===== config.mk =====
export PLATFORM = sky130hd
export DESIGN_NAME = div_issue_queue_flat
export DESIGN_NICKNAME = d
export VERILOG_FILES = /design/src/rtl/div_issue_queue_if.sv /design/src/rtl/div_issue_queue.sv /design/src/flat_wrapper.sv
export SDC_FILE = /design/constraint.sdc
export NUM_CORES = 1
export LEC_CHECK = 0
export BUFFER_PORTS_ARGS = -buffer_cell sky130_fd_sc_hd__buf_2
export CAP_MARGIN = 20
export CORE_UTILIZATION = 26
export CTS_CLUSTER_DIAMETER = 50
export DETAILED_ROUTE_END_ITERATION = 7
export GPL_TIMING_DRIVEN = 0
export SETUP_SLACK_MARGIN = 0.02
export SYNTH_ARGS = -nofsm -noshare
export SYNTH_HDL_FRONTEND = slang
export SYNTH_SLANG_ARGS = --single-unit

===== constraint.sdc =====
create_clock -name clk -period 3.2 [get_ports clk]
set_input_delay 0.64 -clock clk [delete_from_list [all_inputs] [get_ports clk]]
set_output_delay 0.64 -clock clk [all_outputs]
set_load 0.02 [all_outputs]

===== src/rtl/div_issue_queue_if.sv =====
// Handshake bundle between dispatch, the divide issue queue and the divider.
// The master modport is taken by the queue itself; the slave modport is the
// surrounding environment (dispatch on the input side, divider on the output).
interface div_issue_queue_if #(
  parameter int WIDTH = 32,
  parameter int DEPTH = 4
);
  localparam int CNT_W = $clog2(DEPTH) + 1;

  // Input side: valid/pop
  logic             valid;
  logic             pop;
  logic [WIDTH-1:0] a_in;
  logic [WIDTH-1:0] b_in;
  logic             op_in;

  // Output side: push/ready
  logic             push;
  logic             ready;
  logic [WIDTH-1:0] a_out;
  logic [WIDTH-1:0] b_out;
  logic             op_out;

  // Status
  logic [CNT_W-1:0] count;
  logic             full;
  logic             empty;

  modport master (
    input  valid, a_in, b_in, op_in, ready,
    output pop, push, a_out, b_out, op_out, count, full, empty
  );

  modport slave (
    output valid, a_in, b_in, op_in, ready,
    input  pop, push, a_out, b_out, op_out, count, full, empty
  );
endinterface


===== src/rtl/div_issue_queue.sv =====
// Divide issue queue: a DEPTH-entry FIFO of (a, b, op) divide requests that
// absorbs dispatch bursts while the multi-cycle divider is busy and feeds the
// divider one request at a time.
// Optional build macro: DIV_ISSUE_QUEUE_FULL_POP_EN -- when defined, a full
// queue accepts a new request in the same cycle its head issues.
module div_issue_queue #(
  parameter int WIDTH = 32,
  parameter int DEPTH = 4
) (
  input  logic              clk,
  input  logic              rst,
  div_issue_queue_if.master bus
);
  localparam int PTR_W = $clog2(DEPTH);
  localparam int CNT_W = PTR_W + 1;

  logic [WIDTH-1:0] a_mem_r  [DEPTH];
  logic [WIDTH-1:0] b_mem_r  [DEPTH];
  logic             op_mem_r [DEPTH];
  logic [PTR_W-1:0] rd_ptr_r;
  logic [PTR_W-1:0] wr_ptr_r;
  logic [CNT_W-1:0] count_r;

  logic             full_s;
  logic             empty_s;
  logic             accept_s;
  logic             issue_s;

  // Occupancy flags, accept/issue decisions; occupancy comes from count_r only.
  always_comb begin
    full_s   = (count_r == CNT_W'(DEPTH));
    empty_s  = (count_r == {CNT_W{1'b0}});
    issue_s  = 1'b0;
    accept_s = 1'b0;
    if (!empty_s) begin
      issue_s = bus.ready;
    end else begin
      issue_s = 1'b0;
    end
`ifdef DIV_ISSUE_QUEUE_FULL_POP_EN
    // A full queue may take a new request when its head leaves this cycle.
    accept_s = bus.valid && (!full_s || issue_s) && !rst;
`else
    accept_s = bus.valid && !full_s && !rst;
`endif
  end

  // Storage, pointers and occupancy counter; reset discards every entry.
  always_ff @(posedge clk) begin
    if (rst) begin
      for (int i = 0; i < DEPTH; i++) begin
        a_mem_r[i]  <= {WIDTH{1'b0}};
        b_mem_r[i]  <= {WIDTH{1'b0}};
        op_mem_r[i] <= 1'b0;
      end
      rd_ptr_r <= {PTR_W{1'b0}};
      wr_ptr_r <= {PTR_W{1'b0}};
      count_r  <= {CNT_W{1'b0}};
    end else begin
      if (accept_s) begin
        a_mem_r[wr_ptr_r]  <= bus.a_in;
        b_mem_r[wr_ptr_r]  <= bus.b_in;
        op_mem_r[wr_ptr_r] <= bus.op_in;
        wr_ptr_r           <= wr_ptr_r + PTR_W'(1);
      end
      if (issue_s) begin
        rd_ptr_r <= rd_ptr_r + PTR_W'(1);
      end
      case ({accept_s, issue_s})
        2'b10:   count_r <= count_r + CNT_W'(1);
        2'b01:   count_r <= count_r - CNT_W'(1);
        default: count_r <= count_r;
      endcase
    end
  end

  // Head outputs are a combinational view of entry[rd_ptr]; push qualifies them.
  always_comb begin
    bus.pop    = accept_s;
    bus.push   = !empty_s;
    bus.a_out  = a_mem_r[rd_ptr_r];
    bus.b_out  = b_mem_r[rd_ptr_r];
    bus.op_out = op_mem_r[rd_ptr_r];
    bus.count  = count_r;
    bus.full   = full_s;
    bus.empty  = empty_s;
  end
endmodule


===== src/flat_wrapper.sv =====
// flat-port wrapper written by rule: the top's interface ports become plain ports
module div_issue_queue_flat 
#(
  parameter int WIDTH = 32,
  parameter int DEPTH = 4
)
  (clk, rst, bus_valid, bus_a_in, bus_b_in, bus_op_in, bus_ready, bus_pop, bus_push, bus_a_out, bus_b_out, bus_op_out, bus_count, bus_full, bus_empty);
  div_issue_queue_if #(.WIDTH(WIDTH), .DEPTH(DEPTH)) bus_i ();
  input  logic clk;
  input  logic rst;
  input wire logic [$bits(bus_i.valid)-1:0] bus_valid;
  input wire logic [$bits(bus_i.a_in)-1:0] bus_a_in;
  input wire logic [$bits(bus_i.b_in)-1:0] bus_b_in;
  input wire logic [$bits(bus_i.op_in)-1:0] bus_op_in;
  input wire logic [$bits(bus_i.ready)-1:0] bus_ready;
  output wire logic [$bits(bus_i.pop)-1:0] bus_pop;
  output wire logic [$bits(bus_i.push)-1:0] bus_push;
  output wire logic [$bits(bus_i.a_out)-1:0] bus_a_out;
  output wire logic [$bits(bus_i.b_out)-1:0] bus_b_out;
  output wire logic [$bits(bus_i.op_out)-1:0] bus_op_out;
  output wire logic [$bits(bus_i.count)-1:0] bus_count;
  output wire logic [$bits(bus_i.full)-1:0] bus_full;
  output wire logic [$bits(bus_i.empty)-1:0] bus_empty;
  assign bus_i.valid = bus_valid;
  assign bus_i.a_in = bus_a_in;
  assign bus_i.b_in = bus_b_in;
  assign bus_i.op_in = bus_op_in;
  assign bus_i.ready = bus_ready;
  assign bus_pop = bus_i.pop;
  assign bus_push = bus_i.push;
  assign bus_a_out = bus_i.a_out;
  assign bus_b_out = bus_i.b_out;
  assign bus_op_out = bus_i.op_out;
  assign bus_count = bus_i.count;
  assign bus_full = bus_i.full;
  assign bus_empty = bus_i.empty;
  div_issue_queue #(.WIDTH(WIDTH), .DEPTH(DEPTH)) u_core (.clk(clk), .rst(rst), .bus(bus_i));
endmodule

==> impl_metrics.json <==
{
  "initial_core_util_pct": 26.5,
  "dp_hpwl_um": 17800,
  "place_area_um2": 13300,
  "clock_latency_ns": 0.53,
  "rsz0062_at_grt": "no",
  "placedCellCount": 1418,
  "hold_buffers": 0,
  "cp_data_arrival_time_ns": 2.31,
  "fin_skew_ns": 0.0170,
  "setup_ws_ns": 0.251,
  "cts_buffer_depth": 3,
  "status": "finished clean",
  "synth_common_cells": "and2_1 (260), edfxtp_1 (260), mux4_2 (65)",
  "wl_met2_um": 13700,
  "cp.required_ns": 2.56,
  "cap_violations": 0,
  "track_usage_pct": 12.7,
  "endpoint": "bus_a_out[10]",
  "drive_above_1_share_pct": 34.8,
  "grt_pass1_vias": 6665,
  "wl_um": 28800,
  "portBuffers": 140,
  "synth_seq_area_share_pct": 68.1,
  "worst_pin_slew_ns": 0.783,
  "fin_crit_ns": 2.95,
  "p_leak_nw": 5.44,
  "synth_top_cell_by_area": "edfxtp_1",
  "cts_tree": "built",
  "syn_to_final_growth_pct": 23.5,
  "nFillCells": 4342,
  "nets": 935,
  "worstSetupPathType": "reg -> out",
  "wl_met3_um": 1540,
  "rows": 77,
  "critPathCaptureType": "output pin",
  "startpoint_type": "flip-flop",
  "hold_ws_ns": 0.413,
  "hold_path.class": "in -> reg",
  "dp_slack_ns": 0.180,
  "peakVddDrop_mv": 0.413,
  "yosysUniqueCellTypes": 32,
  "wirelength_met1_um": 12900,
  "slew_headroom_pct": 47.8,
  "root_buffer": "clkbuf_16",
  "synth_fp_nets": 752,
  "viasPerCell": 4.22,
  "synth_area_leaders": "edfxtp_1 (67%), and2_1 (14%), mux4_2 (12%)",
  "synth-edff-count": 260,
  "crit_fanout": 10,
  "fin_area_um2": 14500,
  "rrSetupSlack_ns": 0.38,
  "gp_congestion": 0.710,
  "dieArea_um2": 45900,
  "numCtsBuffers": 36,
  "synth-seq-cells": 269,
  "postCtsSetupBuffers": 0,
  "r2r_cells": 11,
  "layout.cells.non_filler": 1481,
  "remaining_drc_errors": 0,
  "ys.flop_type": "edfxtp_1",
  "timing.rr.end": "u_core.bus.count[2]",
  "layout_worst_path_cycle_share_pct": 92.2,
  "max_clock_freq_ghz": 0.339,
  "antenna_found_initial": 4,
  "die_h_um": 214,
  "vias": 6255,
  "power_mw": 10.6,
  "detail-route-antenna-nets": 0,
  "first_pass_iters": 6,
  "synth_cells": 681,
  "wl_per_cell_um": 19.4,
  "chipWidth_um": 214,
  "cts_max_level": 2,
  "finalMaxSlewViolations": 0,
  "synthArstFlopShare_pct": 0,
  "coreArea_um2": 44300,
  "grt_pass1_wl_um": 42900,
  "grt.overflow.total": 0,
  "synth_top_cell_area_share_pct": 66.6,
  "hold_start": "rst",
  "drt_iter0_markers": 298,
  "grt_max_degree": 43,
  "clkSinkCount": 269,
  "p_per_area_nw_per_um2": 733,
  "synth_area_um2": 11700,
  "routed.top_layer": "met5",
  "io_pins": 141,
  "synth.avg_cell_area_um2": 17.2,
  "hold_viol_final": 0,
  "r2r_start": "u_core.bus.count[2]",
  "yosys_warnings": 0,
  "clkTransAtPathRegs_ns": 0.06,
  "setup_viol": 0
}
==> repair_timing <==
action,4_1_cts,5_1_grt
resized for setup,10,1
setup endpoints to repair,43,4
pin swaps,0,0
==> state kept, by name (all words and copies together), names as in the netlist, named ones only <==
name	flops
u_core.op_mem_r	4
u_core.rd_ptr_r	2
u_core.b_mem_r	128
u_core.wr_ptr_r	2
u_core.a_mem_r	128
u_core.bus.count	3
==> placed cells by master (no fill, tap or decap), types with 2 or more instances in the layout <==
master / Yosys / layout
buf_6: 19 / 19
a21oi_1: 4 / 4
mux4_2: 65 / 65
clkbuf_16: 0 / 37
buf_4: 0 / 5
clkbuf_1: 12 / 15
clkbuf_8: 0 / 3
dfxtp_1: 9 / 9
clkinv_4: 0 / 5
bufinv_16: 0 / 2
edfxtp_1: 260 / 260
or2_4: 0 / 2
or3_1: 3 / 3
clkinv_2: 0 / 5
buf_2: 7 / 143
clkbuf_2: 3 / 6
clkinv_1: 0 / 2
nor2_1: 5 / 5
and2_1: 260 / 260
inv_1: 7 / 7
buf_16: 0 / 4
inv_6: 1 / 3
o21ai_0: 2 / 2
nor4_4: 2 / 2
xor2_1: 3 / 3
==> cell families (layout without fill, tap and decap cells) <==
family,Yosys count,after routing,synth area share [%]
buf+inv,51,258,3.00
simple gates,280,280,15.3
flops,269,269,68.1
other cells,0,1,0
compound gates,11,11,0.598
xor+xnor,3,3,0.224
mux,65,65,12.5
fa+ha+maj,2,2,0.278
==> worst min-delay path by stage <==
stage	end	cells past startpoint
2_1_floorplan	flip-flop	2
3_5_place_dp	flip-flop	2
5_1_grt	u_core.b_mem_r[0][0]	2
4_1_cts	u_core.b_mem_r[2][0]	2
3_3_place_gp	u_core.rd_ptr_r[1]	2
6_report	u_core.wr_ptr_r[1]	3
==> cell type report <==
class | count | area (um2) | area share [%]
Sequential cell | 269 | 7990 | 55.2
Multi-Input combinational cell | 361 | 3410 | 23.5
Clock buffer | 46 | 990 | 6.83
Timing Repair Buffer | 145 | 826 | 5.70
Tap cell | 592 | 741 | 5.12
Buffer | 43 | 338 | 2.33
Clock inverter | 16 | 154 | 1.06
Inverter | 8 | 35.0 | 0.242
Antenna cell | 1 | 2.50 | 0.0173
==> stage by stage <==
stage,util [%],setup TNS [ns]
floorplan,-,0
global placement,29.7,-406.74
detailed placement,30.0,0
CTS,32.7,0
global route,32.7,0
finish,32.7,0
==> routing by layer <==
metal	track usage [%]	vias up
met1	16.9	3151
met5	0	-
li1	-	2899
met3	3.35	51
met4	4.31	2
met2	20.1	152
==> where the power goes <==
group          leakage [nW]  switching (mW)  internal [mW]
Sequential             2.78          0.0944           4.21
Clock                 0.565            1.52           2.36
Combinational          2.10            1.41           1.03
==> worst max-delay path: stages (launching register included) <==
cell and delay (ns):
dfxtp_1 0.32, clkbuf_1 0.34, buf_8 0.21, buf_2 0.33
mux4_2 0.39, buf_2 0.18
(Power assumes the default switching activity.)
